**src/rtl/cpu_mem_arbiter.sv**
```systemverilog
// Shares one sram-like memory port between the fetch and data channels.
// Data-priority address arbitration with a fetch starvation guard, plus in-order response steering.
//
// lock state | meaning
// LOCK_NONE  | no address phase pending, grant chosen fresh each cycle
// LOCK_INST  | fetch address issued but not yet accepted, grant held on fetch
// LOCK_DATA  | data address issued but not yet accepted, grant held on data
module cpu_mem_arbiter #(
    parameter int OUTSTANDING     = 4,
    parameter int DATA_STREAK_MAX = 3
) (
    input  logic        clk,
    input  logic        reset,
    input  logic        inst_req,
    input  logic        inst_wr,
    input  logic [1:0]  inst_size,
    input  logic [31:0] inst_addr,
    input  logic [3:0]  inst_wstrb,
    input  logic [31:0] inst_wdata,
    output logic        inst_addr_ok,
    output logic        inst_data_ok,
    output logic [31:0] inst_rdata,
    input  logic        data_req,
    input  logic        data_wr,
    input  logic [1:0]  data_size,
    input  logic [31:0] data_addr,
    input  logic [3:0]  data_wstrb,
    input  logic [31:0] data_wdata,
    output logic        data_addr_ok,
    output logic        data_data_ok,
    output logic [31:0] data_rdata,
    output logic        mem_req,
    output logic        mem_wr,
    output logic [1:0]  mem_size,
    output logic [31:0] mem_addr,
    output logic [3:0]  mem_wstrb,
    output logic [31:0] mem_wdata,
    input  logic        mem_addr_ok,
    input  logic        mem_data_ok,
    input  logic [31:0] mem_rdata
);
    localparam int PW = $clog2(OUTSTANDING);
    localparam int CW = $clog2(OUTSTANDING + 1);
    localparam int SW = (DATA_STREAK_MAX > 0) ? $clog2(DATA_STREAK_MAX + 1) : 1;
    localparam logic [CW-1:0] CNT_FULL   = CW'(OUTSTANDING);
    localparam logic [SW-1:0] STREAK_MAX = SW'(DATA_STREAK_MAX);

    typedef enum logic [1:0] {
        LOCK_NONE = 2'd0,
        LOCK_INST = 2'd1,
        LOCK_DATA = 2'd2
    } lock_e;

    lock_e                  lock_q, lock_d;
    logic [SW-1:0]          streak_q, streak_d;
    logic [OUTSTANDING-1:0] owner_q, owner_d;
    logic [PW-1:0]          rd_ptr_q, rd_ptr_d;
    logic [PW-1:0]          wr_ptr_q, wr_ptr_d;
    logic [CW-1:0]          count_q, count_d;

    logic grant_valid;
    logic grant_data;
    logic full;
    logic hs;
    logic pop;
    logic head;

    always_comb begin
        grant_valid = 1'b0;
        grant_data  = 1'b0;
        if (lock_q == LOCK_INST) begin
            grant_valid = 1'b1;
        end else if (lock_q == LOCK_DATA) begin
            grant_valid = 1'b1;
            grant_data  = 1'b1;
        end else if (data_req && !(inst_req && streak_q == STREAK_MAX)) begin
            grant_valid = 1'b1;
            grant_data  = 1'b1;
        end else if (inst_req) begin
            grant_valid = 1'b1;
        end
    end

    // With no grant grant_data is 0, so the payload defaults to the fetch channel.
    assign mem_wr    = grant_data ? data_wr    : inst_wr;
    assign mem_size  = grant_data ? data_size  : inst_size;
    assign mem_addr  = grant_data ? data_addr  : inst_addr;
    assign mem_wstrb = grant_data ? data_wstrb : inst_wstrb;
    assign mem_wdata = grant_data ? data_wdata : inst_wdata;

    assign full    = (count_q == CNT_FULL);
    assign mem_req = grant_valid && (grant_data ? data_req : inst_req) && !full;
    assign hs      = mem_req && mem_addr_ok;

    assign inst_addr_ok = hs && !grant_data;
    assign data_addr_ok = hs && grant_data;

    // A response with nothing outstanding is a protocol error and is dropped.
    assign pop  = mem_data_ok && (count_q != '0);
    assign head = owner_q[rd_ptr_q];

    assign inst_data_ok = pop && !head;
    assign data_data_ok = pop && head;
    assign inst_rdata   = mem_rdata;
    assign data_rdata   = mem_rdata;

    always_comb begin
        lock_d   = lock_q;
        streak_d = streak_q;
        owner_d  = owner_q;
        rd_ptr_d = rd_ptr_q;
        wr_ptr_d = wr_ptr_q;
        count_d  = count_q;

        if (hs) begin
            lock_d = LOCK_NONE;
        end else if (mem_req) begin
            lock_d = grant_data ? LOCK_DATA : LOCK_INST;
        end

        if (hs) begin
            if (grant_data && inst_req) begin
                streak_d = (streak_q == STREAK_MAX) ? streak_q : streak_q + SW'(1);
            end else begin
                streak_d = '0;
            end
        end

        if (hs) begin
            owner_d[wr_ptr_q] = grant_data;
            wr_ptr_d          = wr_ptr_q + PW'(1);
        end
        if (pop) begin
            rd_ptr_d = rd_ptr_q + PW'(1);
        end

        case ({hs, pop})
            2'b10:   count_d = count_q + CW'(1);
            2'b01:   count_d = count_q - CW'(1);
            default: count_d = count_q;
        endcase
    end

    always_ff @(posedge clk) begin
        if (reset) begin
            lock_q   <= LOCK_NONE;
            streak_q <= '0;
            owner_q  <= '0;
            rd_ptr_q <= '0;
            wr_ptr_q <= '0;
            count_q  <= '0;
        end else begin
            lock_q   <= lock_d;
            streak_q <= streak_d;
            owner_q  <= owner_d;
            rd_ptr_q <= rd_ptr_d;
            wr_ptr_q <= wr_ptr_d;
            count_q  <= count_d;
        end
    end
endmodule

```
**config.mk**
```make
export PLATFORM = sky130hd
export DESIGN_NAME = cpu_mem_arbiter
export DESIGN_NICKNAME = d
export VERILOG_FILES = /design/src/rtl/cpu_mem_arbiter.sv
export SDC_FILE = /design/constraint.sdc
export NUM_CORES = 1
export LEC_CHECK = 0
export CORE_AREA = 2 2 123 125
export CTS_CLUSTER_SIZE = 14
export DETAILED_ROUTE_END_ITERATION = 8
export DIE_AREA = 0 0 125 127
export GPL_TIMING_DRIVEN = 0
export PLACE_DENSITY = 0.63
export SLEW_MARGIN = 20
export SYNTH_ARGS = -nofsm -noshare
export SYNTH_HDL_FRONTEND = slang
export SYNTH_SLANG_ARGS = --single-unit
```
**constraint.sdc**
```tcl
create_clock -name clk -period 3.25 [get_ports clk]
set_input_delay 0.325 -clock clk [delete_from_list [all_inputs] [get_ports clk]]
set_output_delay 0.325 -clock clk [all_outputs]
set_load 0.02 [all_outputs]
```
# ---- Yosys cells after proc, flatten, opt, wreduce, memory -nomap -nowiden
# Index checks and enable logic that the tools add are counted.
# Widths: inputs -> output; s select.
dict set report word_totals {
  out_inout_bits 140
  reg_bits 15
  in_bits 180
}
dict set report op_classes {
  order_cmp 3
  n_eq_ne 7
  mux 22
  n_addsub 5
  reduce_logical 20
}
# op n
set ops {}
lappend ops {{$mux 32} 2}
lappend ops {{$logic_and 1x1->1} 12}
lappend ops {{$mux 1} 11}
lappend ops {{$mux 2} 4}
lappend ops {{$add 2x1->2 const B} 3}
lappend ops {{$eq 2x2->1 const B} 3}
lappend ops {{$lt 2x3->1 const B} 2}
lappend ops {{$pmux 3 s2} 1}
lappend ops {{$bwmux 4} 1}
lappend ops {{$eq 2x1->1 const B} 2}
lappend ops {{$logic_not 1->1} 4}
lappend ops {{$mux 4} 1}
lappend ops {{$add 3x1->3 const B} 1}
lappend ops {{$eq 3x3->1 const B} 1}
lappend ops {{$reduce_bool 3->1} 1}
lappend ops {{$sub 3x1->3 const B} 1}
lappend ops {{$bmux 1 s2} 1}
lappend ops {{$demux 1 s2} 1}
lappend ops {{$ge 2x1->1 const B} 1}
lappend ops {{$ne 2x2->1 const B} 1}
lappend ops {{$reduce_and 2->1} 1}
lappend ops {{$reduce_bool 2->1} 1}
lappend ops {{$reduce_or 2->1} 1}

# ---- Depth between registers and ports, before layout
dict set report logic_depth {
  depth_word 13
  depth_mapped 11
  depth_no_buf 9
}

# ---- Least setup slack after synthesis
# OpenSTA, ideal clock, no wires.
dict set report synth_timing {
  kind {register to register}
  start {register lock_q[1]}
  end {register count_q[2]}
  required_ns 3.180
  t_arrival_ns 2.458
  setup_time_ns 0.070
  slack_ns 0.722
  path_stages_with_launch 12
  cell_sequence {dfxtp_1 buf_2 or3b_2 and3_1 clkbuf_2 nand2_1 ha_1 inv_1 fa_1 xor2_1 or3_1 a21oi_1}
}
dict set report synth_via {
  elab_chain_len 9
  elab_cells_between_ends 14
  classes_between {4 x eq/ne; 6 x mux; 4 x reduce/logical}
}
# item line_no
set synth_lines {}
lappend synth_lines {{start, declared} 54} ;# lock_e lock_q, lock_d;
lappend synth_lines {{start signal, assigned} 153} ;# lock_q <= lock_d;
lappend synth_lines {{$eq 2x2->1} 73} ;# end else if (lock_q == LOCK_DATA) begin
lappend synth_lines {{$mux 1} 73}
lappend synth_lines {{$mux 1} 71} ;# if (lock_q == LOCK_INST) begin
lappend synth_lines {{$mux 1} 92} ;# assign mem_req = grant_valid && (grant_data ? data_req : inst_req) && !full;
lappend synth_lines {{$logic_and 1x1->1 (*) (2 in series)} 92}
lappend synth_lines {{$logic_and 1x1->1 (*)} 93} ;# assign hs = mem_req && mem_addr_ok;
lappend synth_lines {{$eq 2x1->1 / $eq 2x2->1 (equally long branches)} 137} ;# case ({hs, pop})
lappend synth_lines {{$pmux 3 s2 / $reduce_bool 2->1 (equally long branches)} -}
lappend synth_lines {{end signal, assigned} 158} ;# count_q <= count_d;
lappend synth_lines {{end, declared} 59} ;# logic [CW-1:0] count_q, count_d;
# Mark *: on every way between the ends. The rest lies on a longest branch, timed or not.
# A chain may end at the register's enable or synchronous reset.

# ---- Worst setup path after layout
dict set report layout_timing {
  start {input data_req}
  end {output mem_wdata[11]}
}
dict set report layout_via {
  elab_chain_len 5
}
# item line_no
set layout_lines {}
lappend layout_lines {{start, declared} 23} ;# input logic data_req,
lappend layout_lines {{$logic_and 1x1->1} 76} ;# end else if (data_req && !(inst_req && streak_q == STREAK_MAX)) begin
lappend layout_lines {{$mux 1} 76}
lappend layout_lines {{$mux 1} 73}
lappend layout_lines {{$mux 1} 71}
lappend layout_lines {{$mux 32} 89} ;# assign mem_wdata = grant_data ? data_wdata : inst_wdata;
lappend layout_lines {{end, declared} 37} ;# output logic [31:0] mem_wdata,
# Every way passes these cells.

==> flow_summary.yaml <==
run_status:
  status: "completed"
power:
  p_switching_uw: 666
  totalPowerFinal_mw: 1.74
  peakVddDrop_v: 0.000142
  p_int_mw: 1.08
  p_clk_share_pct: 13.9
  p_per_area_nw_per_um2: 321
  total_leakage_power_nw: 2.12
  pwr-share-seq_pct: 14.4
  combPwrFrac_pct: 71.7
  swShare_pct: 38.2
global_route:
  grt_util_met2_pct: 28.9
  met3_usage_pct: 3.94
  grt_usage_pct: 14.9
  grt_pass1_vias: 3070
  grt-busiest-layer: "met2"
  grtUsageMet1_pct: 16.3
  grt_pass1_wl_mm: 18.3
  antenna_found_initial: 0
  grt_max_degree: 11
  grt.overflow.total: 0
floorplan:
  core.rowCount: 44
  die_x_um: 125
  die-area_um2: 15900
  core_area_um2: 14400
  start_util_pct: 15.5
  ioPinCount: 320
  die_y_um: 127
setup_path:
  crit_chain: "clkdlybuf4s50_1, a21boi_1, maj3_2, clkbuf_4, buf_6, mux2_2, clkdlybuf4s50_1"
  path_buf_inv: 4
  cp_max_fo: 10
  endpoint_kind: "output pin"
  startpoint_type: "input pin"
  crit_family: "buffers and inverters"
  path_depth: 7
  slowest_stage: "clkdlybuf4s50_1"
  critPathKind: "in2out"
  worst_path_most_repeated_cell: "clkdlybuf4s50_1"
  cp_slowest_stage_delay_ns: 0.56
  crit_arrival_ns: 2.72
  critPathRequiredTime_ns: 2.92
  rr_worst_depth: 11
logic_synthesis:
  synth_top_cell_area_share_pct: 35.7
  synthFlopType: "dfxtp_1"
  ys_seq_area_share_pct: 13.4
  avgSynthCellArea_um2: 8.98
  postSynthCellCount: 249
  synth_common_cells: "71 x mux2_2, 64 x buf_4, 15 x dfxtp_1"
  synth_enable_flop_cells: 0
  yosysTopAreaCell: "mux2_2"
  synth_nets: 436
  ys_top_cells_by_area: "mux2_2 36%, buf_4 21%, dfxtp_1 13%"
  synth.most_common_cell: "mux2_2"
  ys_ff_latch: 15
  synth_cell_types: 40
  syn_area_um2: 2240
  yosysWarnings: 0
  async_flop_share_pct: 0
route:
  remaining_drc_errors: 0
  postRouteAntennaNets: 0
  drt_iter0_drc: 77
  vias: 2824
  routed_wirelength_mm: 12.8
  viasPerCell: 3.90
  wl_per_cell_um: 17.7
  drt_pre_antenna_iters: 4
finish:
  fill_cells: 1456
  design_area_um2: 5420
  area_growth_pct: 142
  final_nets: 728
  fin_cells: 724
  fin_util_pct: 37.6
  drive_above_1_share_pct: 28.5
  antenna_cells: 0
clock_network:
  root_buffer: "clkbuf_16"
  clk_pin_slew_ns: 0.05
  post_cts_buffers: 0
  cts_tree: "built"
  clock-sinks: 15
  clkLatencyLatePin_ns: 0.25
  htree_levels: 1
  clockBufferDepth: 2
  cts_made_buffers: 3
timing:
  relSlewSlack_pct: 64.3
  maxSlewViolCount: 0
  finalSetupTns_ns: 0
  fin_skew_ns: 0.00182
  post-route-period-util_pct: 93.6
  min_period_ns: 3.04
  fmax_mhz: 329
  finalHoldViolations: 0
  finalSetupViolations: 0
  fin_hold_ws_ns: 0.476
  fin_ws_ns: 0.208
  tightest_slew_ns: 0.533
  rsz0062_at_grt: "false"
placed_design:
  dp.cells: 720
  numPortBuffers: 287
  post-place-ws_ns: 0.0544
  place_area_um2: 5340
  dp_hpwl_mm: 11.6
  routabilityCongestion: 0.838
flow_run:
  maxCapViolations: 0
min_path:
  hold_path.class: "reg2reg"
  hold_depth: 2
worst register-to-register path, delay by kind of cell (launching register included):
family | cells | cell delay, ns
buffers and inverters | 3 | 0.41
xor gates and xnor gates | 1 | 0.17
adders and majority gates | 2 | 0.58
AOI/OAI and AO/OA | 1 | 0.15
and+or+nand+nor | 4 | 1.16
DFF | 1 | 0.30
kinds of logic after synthesis:
logic type	Yosys count	share of synthesized area, %
buf+inv	83	25.8
mux	73	37.2
simple gates	40	10.5
compound gates	25	6.38
flops	15	13.4
fa+ha+maj	9	5.20
xor+xnor	4	1.57
routing by layer:
metal,up-vias,share of wire (%)
met5,-,0
met4,0,1.4
met3,11,8.3
met2,154,54
met1,1269,37
li1,1390,-
timing repair:
item / in CTS / in global routing
hold buffers: 0 / 0
hold endpoints to repair: 0 / 0
resized for setup: 0 / 1
setup endpoints to repair: 0 / 13
power by group through the flow:
stage	Combinational (mW)	Sequential (mW)	Clock [mW]
floorplan	0.650	0.246	0
global placement	1.24	0.250	0
detailed placement	1.26	0.254	0
CTS	1.27	0.251	0.246
global route	1.33	0.257	0.254
finish	1.25	0.251	0.243
cells in the final DEF (no fill, tap or decap), types with 3 or more instances in the layout:
cell type,count
a21oi_1,11
buf_2,6
buf_4,64
clkbuf_1,3
clkbuf_16,3
clkdlybuf4s50_1,287
dfxtp_1,15
ha_1,6
inv_1,7
mux2_2,71
nand2_1,6
nand2b_1,4
nand3_1,6
nor2_1,7
nor2b_1,3
o21ai_0,8
xor2_1,3
final cells by class:
class                      count  area [um^2]  area share [%]
clock buffer                   4         78.8            1.45
multi-input combinational    151         1360            25.1
tap                          184          230            4.25
sequential                    15          300            5.54
inverter                       7         26.3           0.485
timing repair buffer         287         2870            53.0
buffer                        76          553            10.2
flip-flops by register name, summed over array words and instances (netlist names):
| register | flops |
|---|---|
| streak_q | 2 |
| owner_q | 4 |
| lock_q | 2 |
| rd_ptr_q | 2 |
| wr_ptr_q | 2 |
| count_q | 3 |
worst paths after layout:
kind | slack (ns) | end | startpoint
worst max-delay path | 0.21 | mem_wdata[11] | data_req
worst min-delay path | 0.48 | owner_q[1] | owner_q[1]
worst max register to register | 0.42 | count_q[2] | lock_q[1]
worst min register to register | 0.48 | owner_q[1] | owner_q[1]
No activity file was read; power rests on OpenSTA's default activity.
